**config.mk**
```make
export PLATFORM = sky130hd
export DESIGN_NAME = regfile_writeback_unit_flat
export DESIGN_NICKNAME = d
export VERILOG_FILES = /design/src/rtl/riscv_pkg.sv /design/src/rtl/regfile_writeback_unit_if.sv /design/src/rtl/wb_fifo.sv /design/src/rtl/regfile_writeback_unit.sv /design/src/flat_wrapper.sv
export SDC_FILE = /design/constraint.sdc
export NUM_CORES = 1
export LEC_CHECK = 0
export ABC_AREA = 1
export BUFFER_PORTS_ARGS = -buffer_cell sky130_fd_sc_hd__buf_2
export CELL_PAD_IN_SITES_DETAIL_PLACEMENT = 0
export CELL_PAD_IN_SITES_GLOBAL_PLACEMENT = 1
export CORE_UTILIZATION = 35
export CTS_CLUSTER_DIAMETER = 30
export CTS_CLUSTER_SIZE = 20
export DETAILED_ROUTE_END_ITERATION = 6
export HOLD_SLACK_MARGIN = 0.06
export PLACE_DENSITY_LB_ADDON = 0.15
export SLEW_MARGIN = 20
export SYNTH_ARGS = -nofsm -noshare
export SYNTH_HDL_FRONTEND = slang
export SYNTH_SLANG_ARGS = --single-unit
export TNS_END_PERCENT = 100
```
**constraint.sdc**
```tcl
create_clock -name clk -period 3.7 [get_ports clk]
set_clock_uncertainty 0.05 [all_clocks]
set_input_delay 0.74 -clock clk [delete_from_list [all_inputs] [get_ports clk]]
set_output_delay 0.74 -clock clk [all_outputs]
set_load 0.01 [all_outputs]
```
**src/rtl/riscv_pkg.sv**
```systemverilog
// Shared integer-core types: architectural widths and the writeback request record.
package riscv_pkg;

    localparam int XLEN       = 32;
    localparam int REG_ADDR_W = 5;

    typedef struct packed {
        logic [REG_ADDR_W-1:0] addr;
        logic [XLEN-1:0]       data;
    } wb_req_t;

endpackage

```
**src/rtl/regfile_writeback_unit_if.sv**
```systemverilog
// Bundle between decode/execute/LSU and the writeback unit; the unit is the slave.
// Optional forwarding signals exist only when WB_BYPASS_EN is defined.
interface regfile_writeback_unit_if #(
    parameter int DATA_WIDTH     = 32,
    parameter int ADDR_WIDTH     = 5,
    parameter int LSU_FIFO_DEPTH = 4
);
    localparam int CNT_W = $clog2(LSU_FIFO_DEPTH) + 1;

    logic                  issue_valid;
    logic                  issue_ready;
    logic [ADDR_WIDTH-1:0] issue_rd_addr;
    logic [ADDR_WIDTH-1:0] rs1_addr;
    logic [ADDR_WIDTH-1:0] rs2_addr;
    logic                  rs1_busy;
    logic                  rs2_busy;
    logic                  alu_wb_valid;
    logic [ADDR_WIDTH-1:0] alu_wb_addr;
    logic [DATA_WIDTH-1:0] alu_wb_data;
    logic                  lsu_wb_valid;
    logic                  lsu_wb_ready;
    logic [ADDR_WIDTH-1:0] lsu_wb_addr;
    logic [DATA_WIDTH-1:0] lsu_wb_data;
    logic                  rf_wr_en;
    logic [ADDR_WIDTH-1:0] rf_rd_addr;
    logic [DATA_WIDTH-1:0] rf_rd_data;
    logic [CNT_W-1:0]      lsu_fifo_count;
`ifdef WB_BYPASS_EN
    logic                  rs1_fwd_valid;
    logic [DATA_WIDTH-1:0] rs1_fwd_data;
    logic                  rs2_fwd_valid;
    logic [DATA_WIDTH-1:0] rs2_fwd_data;
`endif

    modport master (
        output issue_valid, issue_rd_addr, rs1_addr, rs2_addr,
        output alu_wb_valid, alu_wb_addr, alu_wb_data,
        output lsu_wb_valid, lsu_wb_addr, lsu_wb_data,
        input  issue_ready, rs1_busy, rs2_busy, lsu_wb_ready,
        input  rf_wr_en, rf_rd_addr, rf_rd_data, lsu_fifo_count
`ifdef WB_BYPASS_EN
        , input rs1_fwd_valid, rs1_fwd_data, rs2_fwd_valid, rs2_fwd_data
`endif
    );

    modport slave (
        input  issue_valid, issue_rd_addr, rs1_addr, rs2_addr,
        input  alu_wb_valid, alu_wb_addr, alu_wb_data,
        input  lsu_wb_valid, lsu_wb_addr, lsu_wb_data,
        output issue_ready, rs1_busy, rs2_busy, lsu_wb_ready,
        output rf_wr_en, rf_rd_addr, rf_rd_data, lsu_fifo_count
`ifdef WB_BYPASS_EN
        , output rs1_fwd_valid, rs1_fwd_data, rs2_fwd_valid, rs2_fwd_data
`endif
    );

endinterface

```
**src/rtl/wb_fifo.sv**
```systemverilog
// Synchronous FIFO for writeback requests; head entry is visible combinationally
// so the consumer's own output register provides the read stage.
module wb_fifo
    import riscv_pkg::*;
#(
    parameter type entry_t = wb_req_t,
    parameter int  DEPTH   = 4,
    localparam int CNT_W   = $clog2(DEPTH) + 1
) (
    input  logic             clk,
    input  logic             reset,
    input  logic             push,
    input  entry_t           push_data,
    input  logic             pop,
    output entry_t           pop_data,
    output logic             full,
    output logic             empty,
    output logic [CNT_W-1:0] count
);
    localparam int PTR_W = $clog2(DEPTH);

    entry_t           mem_reg [DEPTH];
    logic [PTR_W-1:0] wr_ptr_reg;
    logic [PTR_W-1:0] rd_ptr_reg;
    logic [CNT_W-1:0] count_reg;
    logic             do_push;
    logic             do_pop;

    assign full     = (count_reg == CNT_W'(DEPTH));
    assign empty    = (count_reg == '0);
    assign count    = count_reg;
    assign pop_data = mem_reg[rd_ptr_reg];
    assign do_pop   = pop & ~empty;
    assign do_push  = push & (~full | do_pop);

    always_ff @(posedge clk) begin
        if (do_push) begin
            mem_reg[wr_ptr_reg] <= push_data;
        end
    end

    // DEPTH is a power of two, so the pointers wrap without compare logic.
    always_ff @(posedge clk or posedge reset) begin
        if (reset) begin
            wr_ptr_reg <= '0;
            rd_ptr_reg <= '0;
            count_reg  <= '0;
        end else begin
            if (do_push) wr_ptr_reg <= wr_ptr_reg + PTR_W'(1);
            if (do_pop)  rd_ptr_reg <= rd_ptr_reg + PTR_W'(1);
            count_reg <= count_reg + CNT_W'(do_push) - CNT_W'(do_pop);
        end
    end

endmodule

```
**src/rtl/regfile_writeback_unit.sv**
```systemverilog
// Merges ALU results and buffered LSU loads onto the single RF write port and keeps
// the load scoreboard. Define WB_BYPASS_EN to add same-cycle write forwarding outputs.
module regfile_writeback_unit
    import riscv_pkg::*;
#(
    parameter int DATA_WIDTH     = XLEN,
    parameter int ADDR_WIDTH     = REG_ADDR_W,
    parameter int LSU_FIFO_DEPTH = 4
) (
    input logic                      clk,
    input logic                      reset,
    regfile_writeback_unit_if.slave  bus
);
    localparam int NUM_REGS = 1 << ADDR_WIDTH;

    typedef struct packed {
        logic [ADDR_WIDTH-1:0] addr;
        logic [DATA_WIDTH-1:0] data;
    } lsu_entry_t;

    logic [NUM_REGS-1:0]   sb_reg;
    logic [NUM_REGS-1:0]   sb_next;
    lsu_entry_t            push_entry;
    lsu_entry_t            head_entry;
    logic                  fifo_full;
    logic                  fifo_empty;
    logic                  lsu_push;
    logic                  lsu_pop;
    logic                  issue_fire;
    logic                  rf_wr_en_reg;
    logic [ADDR_WIDTH-1:0] rf_rd_addr_reg;
    logic [DATA_WIDTH-1:0] rf_rd_data_reg;

    assign push_entry = {bus.lsu_wb_addr, bus.lsu_wb_data};
    assign lsu_push   = bus.lsu_wb_valid & ~fifo_full;
    assign lsu_pop    = ~bus.alu_wb_valid & ~fifo_empty;
    assign issue_fire = bus.issue_valid & bus.issue_ready;

    assign bus.lsu_wb_ready = ~fifo_full;
    assign bus.issue_ready  = ~sb_reg[bus.issue_rd_addr] | (bus.issue_rd_addr == '0);
    assign bus.rs1_busy     = sb_reg[bus.rs1_addr] & (bus.rs1_addr != '0);
    assign bus.rs2_busy     = sb_reg[bus.rs2_addr] & (bus.rs2_addr != '0);

    wb_fifo #(
        .entry_t (lsu_entry_t),
        .DEPTH   (LSU_FIFO_DEPTH)
    ) u_lsu_fifo (
        .clk       (clk),
        .reset     (reset),
        .push      (lsu_push),
        .push_data (push_entry),
        .pop       (lsu_pop),
        .pop_data  (head_entry),
        .full      (fifo_full),
        .empty     (fifo_empty),
        .count     (bus.lsu_fifo_count)
    );

    // A new load issued to a register whose previous load retires this cycle keeps it busy.
    for (genvar gi = 0; gi < NUM_REGS; gi++) begin : g_sb
        if (gi == 0) begin : g_x0
            assign sb_next[gi] = 1'b0;
        end else begin : g_xn
            always_comb begin
                sb_next[gi] = sb_reg[gi];
                if (lsu_pop && head_entry.addr == ADDR_WIDTH'(gi)) sb_next[gi] = 1'b0;
                if (issue_fire && bus.issue_rd_addr == ADDR_WIDTH'(gi)) sb_next[gi] = 1'b1;
            end
        end
    end

    always_ff @(posedge clk or posedge reset) begin
        if (reset) begin
            sb_reg <= '0;
        end else begin
            sb_reg <= sb_next;
        end
    end

    always_ff @(posedge clk or posedge reset) begin
        if (reset) begin
            rf_wr_en_reg   <= 1'b0;
            rf_rd_addr_reg <= '0;
            rf_rd_data_reg <= '0;
        end else if (bus.alu_wb_valid) begin
            rf_wr_en_reg   <= (bus.alu_wb_addr != '0);
            rf_rd_addr_reg <= bus.alu_wb_addr;
            rf_rd_data_reg <= bus.alu_wb_data;
        end else if (lsu_pop) begin
            rf_wr_en_reg   <= (head_entry.addr != '0);
            rf_rd_addr_reg <= head_entry.addr;
            rf_rd_data_reg <= head_entry.data;
        end else begin
            rf_wr_en_reg   <= 1'b0;
        end
    end

    assign bus.rf_wr_en   = rf_wr_en_reg;
    assign bus.rf_rd_addr = rf_rd_addr_reg;
    assign bus.rf_rd_data = rf_rd_data_reg;

`ifdef WB_BYPASS_EN
    assign bus.rs1_fwd_valid = rf_wr_en_reg & (rf_rd_addr_reg == bus.rs1_addr) & (bus.rs1_addr != '0);
    assign bus.rs1_fwd_data  = rf_rd_data_reg;
    assign bus.rs2_fwd_valid = rf_wr_en_reg & (rf_rd_addr_reg == bus.rs2_addr) & (bus.rs2_addr != '0);
    assign bus.rs2_fwd_data  = rf_rd_data_reg;
`endif

    // Decode must never let an ALU result overtake an outstanding load to the same register.
    always_ff @(posedge clk) begin
        if (!reset && bus.alu_wb_valid && bus.alu_wb_addr != '0) begin
            assert (!sb_reg[bus.alu_wb_addr]);
        end
    end

endmodule

```
**src/flat_wrapper.sv**
```systemverilog
// flat-port wrapper written by rule: the top's interface ports become plain ports
module regfile_writeback_unit_flat import riscv_pkg::*;
#(
    parameter int DATA_WIDTH     = XLEN,
    parameter int ADDR_WIDTH     = REG_ADDR_W,
    parameter int LSU_FIFO_DEPTH = 4
)
  (clk, reset, bus_issue_valid, bus_issue_rd_addr, bus_rs1_addr, bus_rs2_addr, bus_alu_wb_valid, bus_alu_wb_addr, bus_alu_wb_data, bus_lsu_wb_valid, bus_lsu_wb_addr, bus_lsu_wb_data, bus_issue_ready, bus_rs1_busy, bus_rs2_busy, bus_lsu_wb_ready, bus_rf_wr_en, bus_rf_rd_addr, bus_rf_rd_data, bus_lsu_fifo_count);
  regfile_writeback_unit_if #(.DATA_WIDTH(DATA_WIDTH), .ADDR_WIDTH(ADDR_WIDTH), .LSU_FIFO_DEPTH(LSU_FIFO_DEPTH)) bus_i ();
  input logic clk;
  input logic reset;
  input wire logic [$bits(bus_i.issue_valid)-1:0] bus_issue_valid;
  input wire logic [$bits(bus_i.issue_rd_addr)-1:0] bus_issue_rd_addr;
  input wire logic [$bits(bus_i.rs1_addr)-1:0] bus_rs1_addr;
  input wire logic [$bits(bus_i.rs2_addr)-1:0] bus_rs2_addr;
  input wire logic [$bits(bus_i.alu_wb_valid)-1:0] bus_alu_wb_valid;
  input wire logic [$bits(bus_i.alu_wb_addr)-1:0] bus_alu_wb_addr;
  input wire logic [$bits(bus_i.alu_wb_data)-1:0] bus_alu_wb_data;
  input wire logic [$bits(bus_i.lsu_wb_valid)-1:0] bus_lsu_wb_valid;
  input wire logic [$bits(bus_i.lsu_wb_addr)-1:0] bus_lsu_wb_addr;
  input wire logic [$bits(bus_i.lsu_wb_data)-1:0] bus_lsu_wb_data;
  output wire logic [$bits(bus_i.issue_ready)-1:0] bus_issue_ready;
  output wire logic [$bits(bus_i.rs1_busy)-1:0] bus_rs1_busy;
  output wire logic [$bits(bus_i.rs2_busy)-1:0] bus_rs2_busy;
  output wire logic [$bits(bus_i.lsu_wb_ready)-1:0] bus_lsu_wb_ready;
  output wire logic [$bits(bus_i.rf_wr_en)-1:0] bus_rf_wr_en;
  output wire logic [$bits(bus_i.rf_rd_addr)-1:0] bus_rf_rd_addr;
  output wire logic [$bits(bus_i.rf_rd_data)-1:0] bus_rf_rd_data;
  output wire logic [$bits(bus_i.lsu_fifo_count)-1:0] bus_lsu_fifo_count;
  assign bus_i.issue_valid = bus_issue_valid;
  assign bus_i.issue_rd_addr = bus_issue_rd_addr;
  assign bus_i.rs1_addr = bus_rs1_addr;
  assign bus_i.rs2_addr = bus_rs2_addr;
  assign bus_i.alu_wb_valid = bus_alu_wb_valid;
  assign bus_i.alu_wb_addr = bus_alu_wb_addr;
  assign bus_i.alu_wb_data = bus_alu_wb_data;
  assign bus_i.lsu_wb_valid = bus_lsu_wb_valid;
  assign bus_i.lsu_wb_addr = bus_lsu_wb_addr;
  assign bus_i.lsu_wb_data = bus_lsu_wb_data;
  assign bus_issue_ready = bus_i.issue_ready;
  assign bus_rs1_busy = bus_i.rs1_busy;
  assign bus_rs2_busy = bus_i.rs2_busy;
  assign bus_lsu_wb_ready = bus_i.lsu_wb_ready;
  assign bus_rf_wr_en = bus_i.rf_wr_en;
  assign bus_rf_rd_addr = bus_i.rf_rd_addr;
  assign bus_rf_rd_data = bus_i.rf_rd_data;
  assign bus_lsu_fifo_count = bus_i.lsu_fifo_count;
  regfile_writeback_unit #(.DATA_WIDTH(DATA_WIDTH), .ADDR_WIDTH(ADDR_WIDTH), .LSU_FIFO_DEPTH(LSU_FIFO_DEPTH)) u_core (.clk(clk), .reset(reset), .bus(bus_i));
endmodule
```
==> results.md, run 1 <==
- Pre-antenna DRT Iters: 5
- CTS H-Tree Depth: 2
- Starting Density: 35.8%
- CP Cell Sequence: buf_2 > inv_4 > nand2_1 > nand2_1 > nand2_1 > nand2_1 > nand2_1 > nand2_2 > o21ai_4 > and2_1 > buf_2
- Gr usage total: 20.0%
- First-pass GRT wire length: 46,400 um
- Static leakage: 5.37 nW
- Placed cell areas: 11,400 um^2
- Power per cell area: 893 nW/um^2
- Iter 0 DRT Violations: 422
- Bufs on Longest Clock Path: 3
- Gpl congestion: 0.837
- Leading area contributor after synthesis: edfxtp_1
- Number of flops mapped to enable cells by yosys: 148
- Ys flop type: edfxtp_1
- Via count: 8,278
- Number of gates resized after cts: 0
- Most frequent CP cell: nand2_1
- Largest net degree at the start of global routing: 47
- Share of post-route cells with drive strength above 1: 21.3%
- Synth top cells by count: nand2_1 (248), nor2_1 (159), edfxtp_1 (148)
- CP top delay family: compound AO/OA/AOI/OAI gates
- Die area: 30,200 um^2
- Vias per cell: 4.99
- Largest register FFs: 148
- Max stage delay on crit path: 640 ps
- I/O Buffers: 138
- Final hold violation count: 0
- Min-delay worst type: in2async
- Initial antenna violation count: 3
- Mapped Avg Cell Area: 9.55 um^2
- CP Max Fanout: 32
- RSZ-0062 raised after global routing: no
- Peak supply drop: 0.000361 V
- Post-synthesis sequential area ratio: 61.4%
- Setup TNS: 0 ps
- Pre-CTS setup slack: 324 ps
- Gr ovfl total: 0
- Mapped Cells: 1,081
- Startpoint Class: input pin
- Residual DRC: 0
- Bufs and invs on worst path: 3
- Nature of the critical path endpoint: output port
- Netlist cell types: 34
- Minimum clock period: 3380 ps
- Row count: 62
- Yosys warns: 0
- Wire length per cell: 17.9 um
- Nets@finish: 1,331
- Post-CTS Repair Setup Buffers: 0
- Slowest cell on the critical path: o21ai_4
- TritonCTS clock tree: done
- Die X: 174 um
- Async SR Flop Fraction: 33.9%
- Slew @ Worst Pin: 818 ps
- Worst EP arrival: 2590 ps
- Max Cap Violations: 0
- # setup viols final: 0
- Worst-Skew Late Latency: 530 ps
- Max Slew Vio Count: 0
- CTS clk-pin slew, worst paths: 40 ps
- Maximum clock rate: 0.296 GHz
- Cell Area, Synth: 10,300 um^2
- I/O pin cnt: 139
- Clock sinks: 224
- CTS Buf Count: 50
- Critical Path RT: 2910 ps
- Largest cells by area after synthesis: edfxtp_1 (43%), dfrtp_1 (18%), nand2_1 (9.0%)
- Final wirelength: 29,800 um
- Worst setup path class: in2out
- Final worst slack: 318 ps
- Die Span Y: 174 um
- Area growth syn-to-layout: 28.2%
- Most common cell in the synthesized netlist: nand2_1
- Final instance area: 13,200 um^2
- Crit share post-route: 91.4%
- Status: completed
- Core box area: 28,900 um^2
- Post-Synthesis Net Count: 1,182
- Hold_buf cts: 0
- Slew margin rel.: 45.4%
- Antenna Nets Post-Route: 0
- DP HPWL: 19,100 um
- Final Util: 45.9%
- Post-synth top area share: 43.0%
- Yosys reg bits: 224
- Vias in the first global route: 8,279
- Post-route total power: 0.0118 W
- Root Buffer Master: clkbuf_16
## where the power goes
| part | internal, W | switching, W | total [W] | leakage [nW] |
|---|---|---|---|---|
| sequential | 0.00345 | 0.000594 | 0.00405 | 2.26 |
| clock | 0.00337 | 0.00142 | 0.00479 | 0.872 |
| combinational | 0.000963 | 0.00202 | 0.00298 | 2.24 |
| total | 0.00778 | 0.00403 | 0.0118 | 5.37 |
## final timing paths
path | slack (ps) | startpoint | endpoint | cells past startpoint
max | 320 | bus_issue_rd_addr[0] | bus_issue_ready | 11
min | 200 | reset | u_core.bus.rf_rd_data[13]$_DFFE_PP0P_ | 2
max reg2reg | 860 | u_core.u_lsu_fifo.rd_ptr_reg[1]$_DFFE_PP0P_ | u_core.sb_reg[11]$_DFFE_PP0P_ | 9
min reg2reg | 420 | u_core.bus.rf_rd_data[14]$_DFFE_PP0P_ | u_core.bus.rf_rd_data[14]$_DFFE_PP0P_ | 2
max in group asynchronous | 2690 | reset | u_core.bus.rf_rd_data[2]$_DFFE_PP0P_ | 3
min in group clk | 360 | bus_lsu_wb_data[30] | u_core.u_lsu_fifo.mem_reg[1][30]$_DFFE_PP_ | 1
## cell families (layout without fill, tap and decap cells)
family	after synthesis	count (layout)	share of synthesized area, %
AOI/OAI and AO/OA	232	232	12.3
other	0	2	0
buffers and inverters	119	310	5.39
and+or+nand+nor	495	495	19.6
xor gates and xnor gates	4	4	0.339
adders and majority gates	7	7	0.921
DFF	224	224	61.4
## layout by cell type (no fill, tap or decap), types with 31 or more instances in the layout
cell type,synthesis,layout
nand2_1,248,248
nor2_1,159,154
edfxtp_1,148,148
o21ai_0,146,146
buf_2,16,138
dfrtp_1,76,75
clkbuf_16,0,52
inv_1,52,50
o22ai_1,34,34
nand4_1,31,31
## routing by layer
layer | wire length, um | vias to the layer above | share of wire [%] | track usage [%]
met5 | 0 | - | 0 | 0
met3 | 1580 | 63 | 5.3 | 3.68
li1 | - | 4042 | - | -
met4 | 773 | 0 | 2.6 | 7.16
met1 | 12900 | 3939 | 43 | 25.1
met2 | 14500 | 234 | 49 | 34.3
## through the flow
stage | cells | hold WS, ps
after detailed placement | 1562 | 421
after CTS | 1656 | 210
after global placement | 1562 | 414
after global routing | 1657 | 239
final | 1658 | 203
after floorplan | 1081 | 399
## worst register-to-register path, cell delays in order, from the launching register on
cell	delay, ps
dfrtp_1	640
clkinv_1	740
nand3_1	390
nand2_1	190
nor2_1	180
inv_1	100
nor2_1	180
nand2_1	120
nand2_1	80
nand2_1	50
## final cells by class
class / count / area, um^2
Sequential cell: 224 / 6350
Inverter: 56 / 214
Antenna cell: 2 / 5.00
Fill cell: 2841 / 15600
Clock inverter: 31 / 479
Timing Repair Buffer: 160 / 856
Multi-Input combinational cell: 738 / 3460
Clock buffer: 63 / 1390
Tap cell: 384 / 480
Note: power is estimated with default switching activity, not from simulation.
==> inputs of run 2 (changes only) <==
- CAP_MARGIN: default -> 20
- CTS_BUF_LIST: default -> sky130_fd_sc_hd__clkbuf_4 sky130_fd_sc_hd__clkbuf_8
- clock period: 3.7 -> 3.41 ns (I/O delays scaled with it)
==> run 2 against run 1 <==
Cell count grew 0.12%. Power shrank 4.8%. Sequential share of layout area grew 2.3 points. Clock-buffer cell count shrank 6. Critical path depth shrank 1. Setup slack gained 190 ps. Design area shrank 4.6%. Via count shrank 0.23%. Sequential power grew 6.9%. Core utilization shrank 2.1 points. Flip-flop and latch count is the same. Critical endpoint unchanged. Largest power group is now registers.
==> results.md, run 2 (synthesis gave the netlist of run 1 again) <==
- Post-CTS Repair Setup Buffers: 0
- Die Span Y: 174 um
- Min-delay worst type: in2async
- First-pass GRT wire length: 46,300 um
- Reg2Reg Setup Slack: 820 ps
- Largest net degree at the start of global routing: 61
- Critical Path RT: 2680 ps
- Vias per cell: 4.98
- Gr ovfl total: 0
- Share of post-route cells with drive strength above 1: 21.7%
- Final wirelength: 29,700 um
- Hold_buf cts: 0
- Root Buffer Master: clkbuf_8
- Most frequent cells in the layout: nand2_1 (248), nor2_1 (154), edfxtp_1 (148)
- Residual DRC: 0
- Final hold violation count: 0
- Slew @ Worst Pin: 769 ps
- Die area: 30,200 um^2
- Iter 0 DRT Violations: 490
- Pre-antenna DRT Iters: 5
- Worst r2r src: u_core.u_lsu_fifo.rd_ptr_reg[0]$_DFFE_PP0P_
- Area growth syn-to-layout: 22.3%
- Worst setup path class: in2out
- Gr usage total: 19.9%
- CTS H-Tree Depth: 2
- CP Max Fanout: 18
- Max Slew Vio Count: 0
- CTS clk-pin slew, worst paths: 60 ps
- Nets@finish: 1,332
- Initial antenna violation count: 5
- Largest register FFs: 148
- Number of gates resized after cts: 0
- Static leakage: 5.13 nW
- Row count: 62
- Startpoint Class: input pin
- Worst EP arrival: 2170 ps
- Gpl congestion: 0.836
- Via count: 8,259
- Antenna Nets Post-Route: 0
- Nature of the critical path endpoint: output port
- Capturing point of the worst reg2reg path: u_core.sb_reg[31]$_DFFE_PP0P_
- Commonest non-fill, non-tap cell in the layout: nand2_1
- Wire length per cell: 17.9 um
- # setup viols final: 0
- DP HPWL: 19,300 um
- Slew margin rel.: 48.7%
- Peak supply drop: 0.000352 V
- Worst-Skew Late Latency: 570 ps
- Final Util: 43.8%
- Clock sinks: 224
- TritonCTS clock tree: done
- Starting Density: 35.8%
- Die X: 174 um
- Max Cap Violations: 0
- RSZ-0062 raised after global routing: no
- I/O Buffers: 138
- Cells on worst reg2reg path: 7
- Bufs on Longest Clock Path: 3
- Setup TNS: 0 ps
- Status: completed
- Core box area: 28,900 um^2
- Crit share post-route: 85.1%
- Minimum clock period: 2900 ps
- CTS Buf Count: 51
- Power per cell area: 891 nW/um^2
- Maximum clock rate: 0.344 GHz
- I/O pin cnt: 139
- Vias in the first global route: 8,198
[run 2: changes by cell type in the layout (fill, tap and decap cells not counted), sizes merged]
cell,before,now
bufinv,10,9
clkbuf,63,57
clkinv,10,20
clkinvlp,12,6
inv,55,60
[run 2: per-stage QoR]
step | std cells | instance area [um^2] | hold slack, ps | total power [W] | setup WS (ps)
final | 1660 | 12600 | 80.3 | 0.0113 | 506
after global routing | 1659 | 12600 | 109 | 0.0120 | 345
after CTS | 1658 | 12600 | 72.8 | 0.0114 | 522
after detailed placement | 1562 | 11400 | 418 | 0.00774 | 525
after global placement | 1562 | 11400 | 414 | 0.00771 | 557
after floorplan | 1081 | 10300 | 399 | 0.00636 | 496
[run 2: worst max-delay path, stage by stage]
cell and delay, ps:
buf_2 300, inv_4 160, nor2_1 320, nand2_1 90, nand3_1 80, nand2_1 50
nand2_1 120, o21ai_4 70, and2_1 150, buf_2 130
[run 2: worst max path at each step]
stage                                                     from  depth (start not counted)                                        end
after floorplan           u_core.u_lsu_fifo.count[1]$_DFF_PP0_                          4  u_core.u_lsu_fifo.mem_reg[0][0]$_DFFE_PP_
after global placement                    bus_issue_rd_addr[0]                         10                            bus_issue_ready
after detailed placement                  bus_issue_rd_addr[0]                         10                            bus_issue_ready
after CTS                                 bus_issue_rd_addr[0]                         10                            bus_issue_ready
after global routing                      bus_issue_rd_addr[0]                         10                            bus_issue_ready
final                                     bus_issue_rd_addr[0]                         10                            bus_issue_ready
[run 2: layout make-up]
| cell class | count | area (um^2) |
|---|---|---|
| sequential | 224 | 6350 |
| clock inverter | 39 | 475 |
| timing repair buffer | 160 | 881 |
| antenna | 2 | 5.00 |
| inverter | 56 | 214 |
| fill | 2908 | 16200 |
| multi-input combinational | 738 | 3460 |
| tap | 384 | 480 |
| clock buffer | 57 | 766 |
[run 2: routing by layer]
| metal | wire length [um] | global-route usage [%] |
|---|---|---|
| met4 | 726 | 6.94 |
| met1 | 13200 | 25.7 |
| met5 | 25 | 0 |
| met2 | 14200 | 33.0 |
| met3 | 1480 | 4.19 |
[run 2: report_power, final]
group / internal [W] / total, W / switching, W
Sequential: 0.00373 / 0.00433 / 0.000599
Clock: 0.00225 / 0.00361 / 0.00137
Combinational: 0.00108 / 0.00331 / 0.00223
==> inputs of run 3 (changes only) <==
- clock period: 3.41 -> 2.8 ns (I/O delays scaled with it)
==> run 3 against run 2 <==
Global-route usage decreased by 0.21 points. Largest power group unchanged. Register-to-register slack got worse by 310 ps. Clock-buffer cell count increased by 2. Critical path depth unchanged. Die area is the same. Flip-flop and latch count unchanged. Routed wire length down 0.84%. Combinational power rose by 24%. First-iteration DRC count decreased by 2.7%. Cell count is essentially flat. Sequential power increased by 22%. Core utilization decreased by 0.095 points.
==> results.md, run 3 (synthesis gave the netlist of run 1 again) <==
- Status: completed
- CTS clk-pin slew, worst paths: 60 ps
- FILL cells: 2,896
- Critical Path RT: 2190 ps
- Die Span Y: 174 um
- Antenna Nets Post-Route: 0
- Final hold violation count: 0
- CTS H-Tree Depth: 2
- Static leakage: 5.11 nW
- Min-delay worst type: in2reg
- Commonest non-fill, non-tap cell in the layout: nand2_1
- Final Util: 43.7%
- TritonCTS clock tree: done
- Worst EP arrival: 1920 ps
- # setup viols final: 0
- Initial antenna violation count: 4
- Worst r2r src: u_core.u_lsu_fifo.count[1]$_DFF_PP0_
- Max Cap Violations: 0
- Area growth syn-to-layout: 22.0%
- Final worst slack: 272 ps
- Row count: 62
- Startpoint Class: input pin
- Peak supply drop: 0.000459 V
- Pre-antenna DRT Iters: 5
- Placed cells: 1,570
- Slowest cell on the critical path: buf_2
- Hold_ws: 149 ps
- Crit share post-route: 90.3%
- Largest register FFs: 148
- Share of post-route cells with drive strength above 1: 21.5%
- Clock sinks: 224
- First-pass GRT wire length: 46,000 um
- Capturing point of the worst reg2reg path: u_core.u_lsu_fifo.count[2]$_DFF_PP0_
- DP HPWL: 19,400 um
- Core box area: 28,900 um^2
- CP Cell Sequence: buf_2 > inv_4 > nor2_1 > nand2_1 > nand3_1 > nand2_1 > nand2_1 > o21ai_4 > and2_1 > buf_2
- Slew margin rel.: 57.1%
- Largest net degree at the start of global routing: 55
- Vias in the first global route: 8,203
- Minimum clock period: 2530 ps
- Bufs on Longest Clock Path: 3
- Cells on worst reg2reg path: 9
- RSZ-0062 raised after global routing: no
- Hold Path End: u_core.u_lsu_fifo.mem_reg[3][28]$_DFFE_PP_
- Starting Density: 35.8%
- Worst Setup SP: bus_issue_rd_addr[0]
- Nature of the critical path endpoint: output port
- Final wirelength: 29,400 um
- Most frequent cells in the layout: nand2_1 (248), nor2_1 (154), edfxtp_1 (148)
- Most frequent CP cell: nand2_1
- CP top delay family: simple AND/OR/NAND/NOR gates
- Die area: 30,200 um^2
- Wire length per cell: 17.7 um
- Pre-CTS setup slack: 289 ps
- I/O pin cnt: 139
- Setup TNS: 0 ps
- Vias per cell: 4.95
- Root Buffer Master: clkbuf_8
- Via count: 8,225
- Residual DRC: 0
- Iter 0 DRT Violations: 477
- Gpl congestion: 0.858
- Bufs and invs on worst path: 3
- I/O Buffers: 138
- CP Max Fanout: 15
- HP Start: bus_lsu_wb_data[28]
- Slew @ Worst Pin: 643 ps
- Maximum clock rate: 0.395 GHz
- Gr usage total: 19.7%
- Die X: 174 um
- Worst-Skew Late Latency: 570 ps
- Nets@finish: 1,338
- Final cell count without fillers: 1,661
- CTS Buf Count: 48
- Worst setup path class: in2out
- Max Slew Vio Count: 0
- Hold Path Stages: 1
- Reg2Reg Setup Slack: 510 ps
- Gr ovfl total: 0
- Max stage delay on crit path: 280 ps
- Power per cell area: 1060 nW/um^2
[run 3: power by group]
group,internal (W),switching (W)
clock,0.00241,0.00152
combinational,0.00139,0.00272
sequential,0.00455,0.000737
[run 3: routing by layer]
| layer | global-route usage [%] | share of wire, % | up-vias |
|---|---|---|---|
| met3 | 3.71 | 4.5 | 61 |
| met2 | 33.3 | 48 | 195 |
| met4 | 6.65 | 2.7 | 4 |
| li1 | - | - | 4045 |
| met1 | 25.2 | 45 | 3920 |
| met5 | 0 | 0.078 | - |
[run 3: layout make-up]
cell class              count  area (um^2)  area share, %
diodes                      1         2.50         0.0199
clock buffers              59          768           6.10
clock inverters            30          340           2.70
inverters                  56          214           1.70
multi-input cells         738         3460           27.5
flip-flops and latches    224         6350           50.4
well taps                 384          480           3.81
repair buffers            169          988           7.84
[run 3: what timing repair did]
item	4_1_cts	5_1_grt
resized for setup	0	0
hold endpoints to repair	29	0
hold buffers	1	0
setup buffers	0	0
[run 3: through the flow]
step | total power [W] | cell area [um^2]
global placement | 0.00950 | 11500
global route | 0.0142 | 12600
finish | 0.0133 | 12600
detailed placement | 0.00952 | 11500
floorplan | 0.00774 | 10300
CTS | 0.0135 | 12600
[run 3: worst max path at each step]
stage	endpoint	slack, ps	depth (start not counted)
6_report	bus_issue_ready	270	10
5_1_grt	bus_issue_ready	150	10
4_1_cts	bus_issue_ready	250	9
3_5_place_dp	bus_issue_ready	290	10
3_3_place_gp	bus_issue_ready	330	10
2_1_floorplan	u_core.u_lsu_fifo.mem_reg[0][0]$_DFFE_PP_	-110	4
